File: src/rtl/melody_sequencer_pkg.sv
// melody_sequencer_pkg: note codes, tone dividers, sequencer states and code-to-divider mapping
package melody_sequencer_pkg;
  localparam logic [3:0] REST = 4'd0;
  localparam logic [3:0] LO_C = 4'd1;
  localparam logic [3:0] LO_D = 4'd2;
  localparam logic [3:0] LO_E = 4'd3;
  localparam logic [3:0] LO_F = 4'd4;
  localparam logic [3:0] LO_G = 4'd5;
  localparam logic [3:0] LO_A = 4'd6;
  localparam logic [3:0] LO_B = 4'd7;
  localparam logic [3:0] HI_C = 4'd9;
  localparam logic [3:0] HI_D = 4'd10;
  localparam logic [3:0] HI_E = 4'd11;
  localparam logic [3:0] HI_F = 4'd12;
  localparam logic [3:0] HI_G = 4'd13;
  localparam logic [3:0] HI_A = 4'd14;
  localparam logic [3:0] HI_B = 4'd15;
  localparam logic [21:0] DIV_LO_C = 22'd191570;
  localparam logic [21:0] DIV_LO_D = 22'd170648;
  localparam logic [21:0] DIV_LO_E = 22'd151515;
  localparam logic [21:0] DIV_LO_F = 22'd143266;
  localparam logic [21:0] DIV_LO_G = 22'd127551;
  localparam logic [21:0] DIV_LO_A = 22'd113636;
  localparam logic [21:0] DIV_LO_B = 22'd101215;
  localparam logic [21:0] DIV_HI_C = 22'd95420;
  localparam logic [21:0] DIV_HI_D = 22'd85034;
  localparam logic [21:0] DIV_HI_E = 22'd75758;
  localparam logic [21:0] DIV_HI_F = 22'd71633;
  localparam logic [21:0] DIV_HI_G = 22'd63776;
  localparam logic [21:0] DIV_HI_A = 22'd56818;
  localparam logic [21:0] DIV_HI_B = 22'd50607;
  typedef enum logic [1:0] {IDLE, PLAY, PAUSE} state_t;
  // codes 0 and 8 (and anything unlisted) are rests
  function automatic logic [21:0] code_div(input logic [3:0] code);
    case (code)
      LO_C: code_div = DIV_LO_C;
      LO_D: code_div = DIV_LO_D;
      LO_E: code_div = DIV_LO_E;
      LO_F: code_div = DIV_LO_F;
      LO_G: code_div = DIV_LO_G;
      LO_A: code_div = DIV_LO_A;
      LO_B: code_div = DIV_LO_B;
      HI_C: code_div = DIV_HI_C;
      HI_D: code_div = DIV_HI_D;
      HI_E: code_div = DIV_HI_E;
      HI_F: code_div = DIV_HI_F;
      HI_G: code_div = DIV_HI_G;
      HI_A: code_div = DIV_HI_A;
      HI_B: code_div = DIV_HI_B;
      default: code_div = 22'd0;
    endcase
  endfunction
endpackage

File: src/rtl/melody_rom.sv
// melody_rom: combinational 64x6 song table, entry = {dur[1:0], code[3:0]}; entries past 31 are rests
import melody_sequencer_pkg::*;
module melody_rom (
  input  logic [5:0] idx,
  output logic [5:0] entry
);
  localparam logic [5:0] SONG [32] = '{
    {2'd0, LO_C}, {2'd1, HI_E}, {2'd0, REST}, {2'd0, LO_G},
    {2'd0, LO_G}, {2'd0, LO_A}, {2'd0, LO_A}, {2'd1, LO_G},
    {2'd0, LO_F}, {2'd0, LO_F}, {2'd0, LO_E}, {2'd0, LO_E},
    {2'd0, LO_D}, {2'd0, LO_D}, {2'd1, LO_C}, {2'd0, REST},
    {2'd0, HI_C}, {2'd0, HI_C}, {2'd0, HI_G}, {2'd0, HI_G},
    {2'd0, HI_A}, {2'd0, HI_A}, {2'd1, HI_G}, {2'd0, HI_F},
    {2'd0, HI_F}, {2'd0, HI_E}, {2'd0, HI_E}, {2'd0, HI_D},
    {2'd0, HI_D}, {2'd3, HI_C}, {2'd0, REST}, {2'd0, REST}
  };
  assign entry = idx[5] ? 6'd0 : SONG[idx[4:0]];
endmodule

File: src/rtl/melody_sequencer.sv
// melody_sequencer: play/pause/stop melody player with tempo select; MELODY_SEQUENCER_GAP_EN adds a silent tail to each note
import melody_sequencer_pkg::*;
module melody_sequencer #(
  parameter int BEAT_CYCLES = 12_500_000,
  parameter int SONG_LEN = 32,
  parameter int GAP_CYCLES = 1_000_000
) (
  input  logic        clk,
  input  logic        rst_n,
  input  logic        play,
  input  logic        stop,
  input  logic        loop_en,
  input  logic [1:0]  tempo_sel,
  output logic [21:0] note_div,
  output logic [5:0]  note_idx,
  output logic        playing,
  output logic        done
);
  localparam int CW = $clog2(BEAT_CYCLES + 1);
`ifdef MELODY_SEQUENCER_GAP_EN
  localparam bit GAP_EN = 1'b1;
`else
  localparam bit GAP_EN = 1'b0;
`endif
  state_t state, nxt_state;
  logic [CW-1:0] cyc, nxt_cyc, len, nxt_len, tempo_len;
  logic [1:0] beat, nxt_beat, cur_dur, rom_dur;
  logic [5:0] nxt_idx, entry;
  logic [3:0] rom_code;
  logic fin, silent;
  assign {rom_dur, rom_code} = entry;
  assign tempo_len = CW'(BEAT_CYCLES) >> (tempo_sel[1] ? 2'd2 : tempo_sel);
  assign silent = GAP_EN && nxt_beat == rom_dur && nxt_cyc >= nxt_len - CW'(GAP_CYCLES);
  // the ROM looks up the entry about to become current so outputs stay aligned with note_idx
  melody_rom u_rom (.idx(nxt_idx), .entry(entry));
  // next-state: beat timing in PLAY, then button transitions, with stop overriding everything
  always_comb begin
    nxt_state = state;
    nxt_idx = note_idx;
    nxt_cyc = cyc;
    nxt_beat = beat;
    nxt_len = len;
    fin = 1'b0;
    if (state == PLAY) begin
      if (cyc == len - CW'(1)) begin
        nxt_cyc = '0;
        nxt_len = tempo_len;
        if (beat == cur_dur) begin
          nxt_beat = '0;
          if (note_idx == 6'(SONG_LEN - 1)) begin
            nxt_idx = '0;
            fin = !loop_en;
            nxt_state = loop_en ? PLAY : IDLE;
          end else
            nxt_idx = note_idx + 6'd1;
        end else
          nxt_beat = beat + 2'd1;
      end else
        nxt_cyc = cyc + CW'(1);
    end
    if (play && !fin) begin
      nxt_state = (state == PLAY) ? PAUSE : PLAY;
      if (state == IDLE) nxt_len = tempo_len;
    end
    if (stop) begin
      nxt_state = IDLE;
      nxt_idx = '0;
      nxt_cyc = '0;
      nxt_beat = '0;
      fin = 1'b0;
    end
  end
  // register state, counters and all outputs
  always_ff @(posedge clk or negedge rst_n) begin
    if (!rst_n) begin
      state <= IDLE;
      note_idx <= '0;
      cyc <= '0;
      beat <= '0;
      len <= CW'(BEAT_CYCLES);
      cur_dur <= '0;
      note_div <= '0;
      playing <= 1'b0;
      done <= 1'b0;
    end else begin
      state <= nxt_state;
      note_idx <= nxt_idx;
      cyc <= nxt_cyc;
      beat <= nxt_beat;
      len <= nxt_len;
      cur_dur <= rom_dur;
      note_div <= (nxt_state == PLAY && !silent) ? code_div(rom_code) : 22'd0;
      playing <= nxt_state == PLAY;
      done <= fin;
    end
  end
endmodule

File: config.mk
export PLATFORM = sky130hd
export DESIGN_NAME = melody_sequencer
export DESIGN_NICKNAME = d
export VERILOG_FILES = /design/src/rtl/melody_sequencer_pkg.sv /design/src/rtl/melody_rom.sv /design/src/rtl/melody_sequencer.sv
export SDC_FILE = /design/constraint.sdc
export NUM_CORES = 1
export LEC_CHECK = 0
export ABC_AREA = 1
export ABC_CLOCK_PERIOD_IN_PS = 4800
export CAP_MARGIN = 20
export CORE_ASPECT_RATIO = 0.5
export CORE_MARGIN = 2
export CORE_UTILIZATION = 60
export DETAILED_ROUTE_END_ITERATION = 8
export PLACE_DENSITY = 0.79
export RECOVER_POWER = 50
export SYNTH_ARGS = -nofsm -noshare
export SYNTH_HDL_FRONTEND = slang
export SYNTH_SLANG_ARGS = --single-unit
File: constraint.sdc
create_clock -name clk -period 4.8 [get_ports clk]
set_clock_uncertainty 0.15 [all_clocks]
set_input_delay 0.72 -clock clk [delete_from_list [all_inputs] [get_ports clk]]
set_output_delay 0.72 -clock clk [all_outputs]
set_load 0.05 [all_outputs]
==> impl_results.md <==
* RePlAce Congestion at 0.9813
* DP Wirelength at 9805 µm
* CP Launch Type: flop
* Crit path kind: flop to flop
* Final Hold Vio Count at 0
* Antenna cells at 0
* Final setup TNS at 0 ns
* CTS Buf Count at 9
* Clk_lat worst skew at 0.34 ns
* Layout Nets at 827
* Period utilization at 0.9433
* GRT Util Overall at 0.2835
* Largest net degree at the start of global routing at 81
* PD cells at 321.5 mW/mm²
* Final Max Tran Viols at 74
* Remaining antenna violation count at 0
* Post-synth EDFFs at 0
* Placed Instance Area at 0.005953 mm²
* CP max FO at 12
* Cell Count, Final, Fillers Out at 923
* Fill cells at 695
* DR iter-0 viols at 464
* Seq/Total Area, Yosys at 0.3636
* R2R cell count at 27
* CP Capture Type: flop
* Hold WC Path Type: input pin to async pin
* Core area at 0.008828 mm²
* Synth area leaders: dfrtp_1, nand2_1, inv_1
* Worst r2r dst: note_div[12]$_DFF_PN0_
* Cells after DPL at 902
* First-pass GRT wire length at 22890 µm
* Total power at 2.039 mW
* Drt drc at 0
* Sequential Area at 0.002017 mm²
* GR Overflow Total at 0
* Clock sinks at 80
* Ys Warns at 0
* Die height at 71.99 µm
* Clk root buf: clkbuf_16
* Reg2reg setup slack at 0.27 ns
* Failing checks: capacitance limit, slew limit
* Total Wirelength at 13870 µm
* Clock transition at path regs at 0.06 ns
* Initial antenna violation count at 0
* DR pass1 iterations at 5
* I/O pins at 37
* CTS max path bufs at 2
* Leakage at 3.015 nW
* Worst r2r src: len[0]$_DFF_PN0_
* Slew margin rel. at -1.136
* Synth Cell Area at 0.005547 mm²
* Multi-input gate area at 0.003093 mm²
* Async S/R FF share, synth at 1.000
* DR vias at 5164
* Area growth syn-to-layout at 14.35%
* Yosys cell types at 46
* Critical Path RT at 4.92 ns
* Mean Syn Cell Area at 7.279 µm²
* Final setup vio count at 0
* Top achievable clock speed at 0.2209 GHz
* Max-cap violations at 1
* CP arrival at 4.64 ns
* Synth top area share at 0.3068
* Share of cells above drive strength 1 at 0.1141
* Die Area at 0.01008 mm²
* Count of state elements after synthesis at 80
* Site row count at 24
* Cell taking the most area after synthesis: dfrtp_1
* Routed len/inst at 15.03 µm
* Worst-Margin Slew at 3.205 ns
* Port Buffers at 32
* Synth Instances at 762
* Main synth FF type: dfrtp_1
* Minimum clock period at 4.528 ns
* Vias in the first global route at 4675
* Peak VDD IR at 0.0002233 V
* Status: finished, violations left
* Final Instance Area at 0.006342 mm²
* Die extent in x at 140.0 µm
* Vias per cell at 5.595
* Initial Util at 0.6283
* H-tree Lvls at 3
* CTS tree: done
-- flip-flops by register name, indices dropped and copies added, names as in the netlist --
| signal | flops |
|---|---|
| state | 2 |
| playing | 1 |
| cyc | 24 |
| note_div | 18 |
| cur_dur | 2 |
| note_idx | 6 |
| done | 1 |
| len | 24 |
| beat | 2 |
-- final cells by class --
class / count / share of cell area
Tap cell: 117 / 0.02308
Sequential cell: 80 / 0.3180
Multi-Input combinational cell: 562 / 0.4877
Timing Repair Buffer: 43 / 0.06333
Clock inverter: 4 / 0.008483
Clock buffer: 12 / 0.03729
Inverter: 105 / 0.06214
-- layer usage --
metal / GRT usage / routed length (µm) / vias up
met5: 0 / 0 / -
met4: 0.05889 / 174 / 0
met3: 0.05215 / 895 / 27
met2: 0.4439 / 6225 / 220
met1: 0.4179 / 6574 / 2416
li1: - / - / 2501
-- kinds of logic (layout without fill, tap and decap cells) --
kind of cell / Yosys count / in the layout / synth area share
AND/OR/NAND/NOR: 424 / 424 / 0.3573
AO/OA/AOI/OAI: 67 / 67 / 0.06790
buffers and inverters: 123 / 164 / 0.09158
other: 1 / 4 / 0.0006761
multiplexers: 1 / 1 / 0.001805
flip-flops: 80 / 80 / 0.3636
adder cells (fa/ha/maj): 19 / 19 / 0.04286
XOR/XNOR: 47 / 47 / 0.07422
-- repair_timing --
action / 4_1_cts / 5_1_grt
resized for setup: 0 / 13
setup buffers: 0 / 4
setup endpoints to repair: 0 / 15
hold buffers: 0 / 0
-- stage by stage --
step	setup WS [ns]	hold WS, ns	utilization
floorplan	0.7014	0.2744	-
global placement	0.4428	0.3109	0.6743
detailed placement	0.1269	0.3227	0.6743
CTS	0.1033	0.3315	0.7072
global route	-0.04946	0.1505	0.7184
finish	0.2721	0.1373	0.7184
-- cell usage after synthesis (2+ instances only) --
master and count:
o21ai_2 2, o211ai_1 3, buf_6 3, xnor2_1 17
clkbuf_1 8, nor2_1 95, nor2_2 6, nand3_2 6
nor2_4 6, or2_2 7, o22ai_1 5, o21ai_1 5
nand3b_1 7, buf_4 6, o21ai_0 31, nor3_1 8
nand2_2 8, inv_1 100, dfstp_2 12, nand2_4 2
nor3b_1 2, inv_2 4, dfrtp_1 68, xor2_1 30
nand3_1 46, nor4_1 10, nand2_1 186, ha_1 19
a21oi_1 15, nand4_1 29
-- power by group --
group          switching, mW  leakage, nW  internal [mW]
sequential            0.0427         1.05          0.728
clock                  0.273        0.133          0.405
combinational          0.415         1.84          0.175
total                  0.731         3.01           1.31
-- cells in the final DEF, fill, tap and decap left out, types with 5 or more instances in the layout --
cell and count:
clkdlybuf4s50_1 18, o22ai_1 5, dfstp_2 12, clkbuf_16 9, nand2_1 185, nor2_2 7, nand2_2 9, nand4_1 29
or2_2 7, xor2_1 28, ha_1 18, dlygate4sd3_1 13, o21ai_1 5, inv_1 98, o21ai_0 31, inv_2 6
nor2_4 6, nand3b_1 7, buf_4 10, nor4_1 8, nor3_1 6, nand3_1 46, nor2_1 94, a21oi_1 14
nand3_2 6, dfrtp_1 68, xnor2_1 17
-- worst max-delay path: stages (launching register included) --
cell	delay, ns
dfrtp_1	0.40
inv_2	0.12
ha_2	0.23
nand2_4	0.10
nor2_4	0.19
xor2_2	0.18
nand4_1	0.11
nand3b_1	0.19
nor4_2	0.25
nand4_1	0.28
xnor2_1	0.26
nand2_2	0.08
buf_4	0.14
ha_1	0.21
inv_1	0.05
nand4_1	0.09
nand2_1	0.07
nand2_1	0.06
inv_1	0.05
nand2_1	0.08
nand3_4	0.17
inv_1	0.11
ha_1	0.30
inv_1	0.05
nand2_1	0.09
o21ai_0	0.12
or2_1	0.23
o21ai_1	0.08
-- worst max path at each step --
| stage | start | to | slack [ns] | cells past startpoint |
|---|---|---|---|---|
| 2_1_floorplan | len[0]$_DFF_PN0_ | note_div[12]$_DFF_PN0_ | 0.70 | 28 |
| 3_3_place_gp | len[0]$_DFF_PN0_ | note_div[12]$_DFF_PN0_ | 0.44 | 27 |
| 3_5_place_dp | len[0]$_DFF_PN0_ | note_div[12]$_DFF_PN0_ | 0.13 | 27 |
| 4_1_cts | len[0]$_DFF_PN0_ | note_div[12]$_DFF_PN0_ | 0.10 | 27 |
| 5_1_grt | len[4]$_DFF_PN0_ | note_div[12]$_DFF_PN0_ | -0.05 | 29 |
| 6_report | len[0]$_DFF_PN0_ | note_div[12]$_DFF_PN0_ | 0.27 | 27 |
No activity file was read; power rests on OpenSTA's default activity.
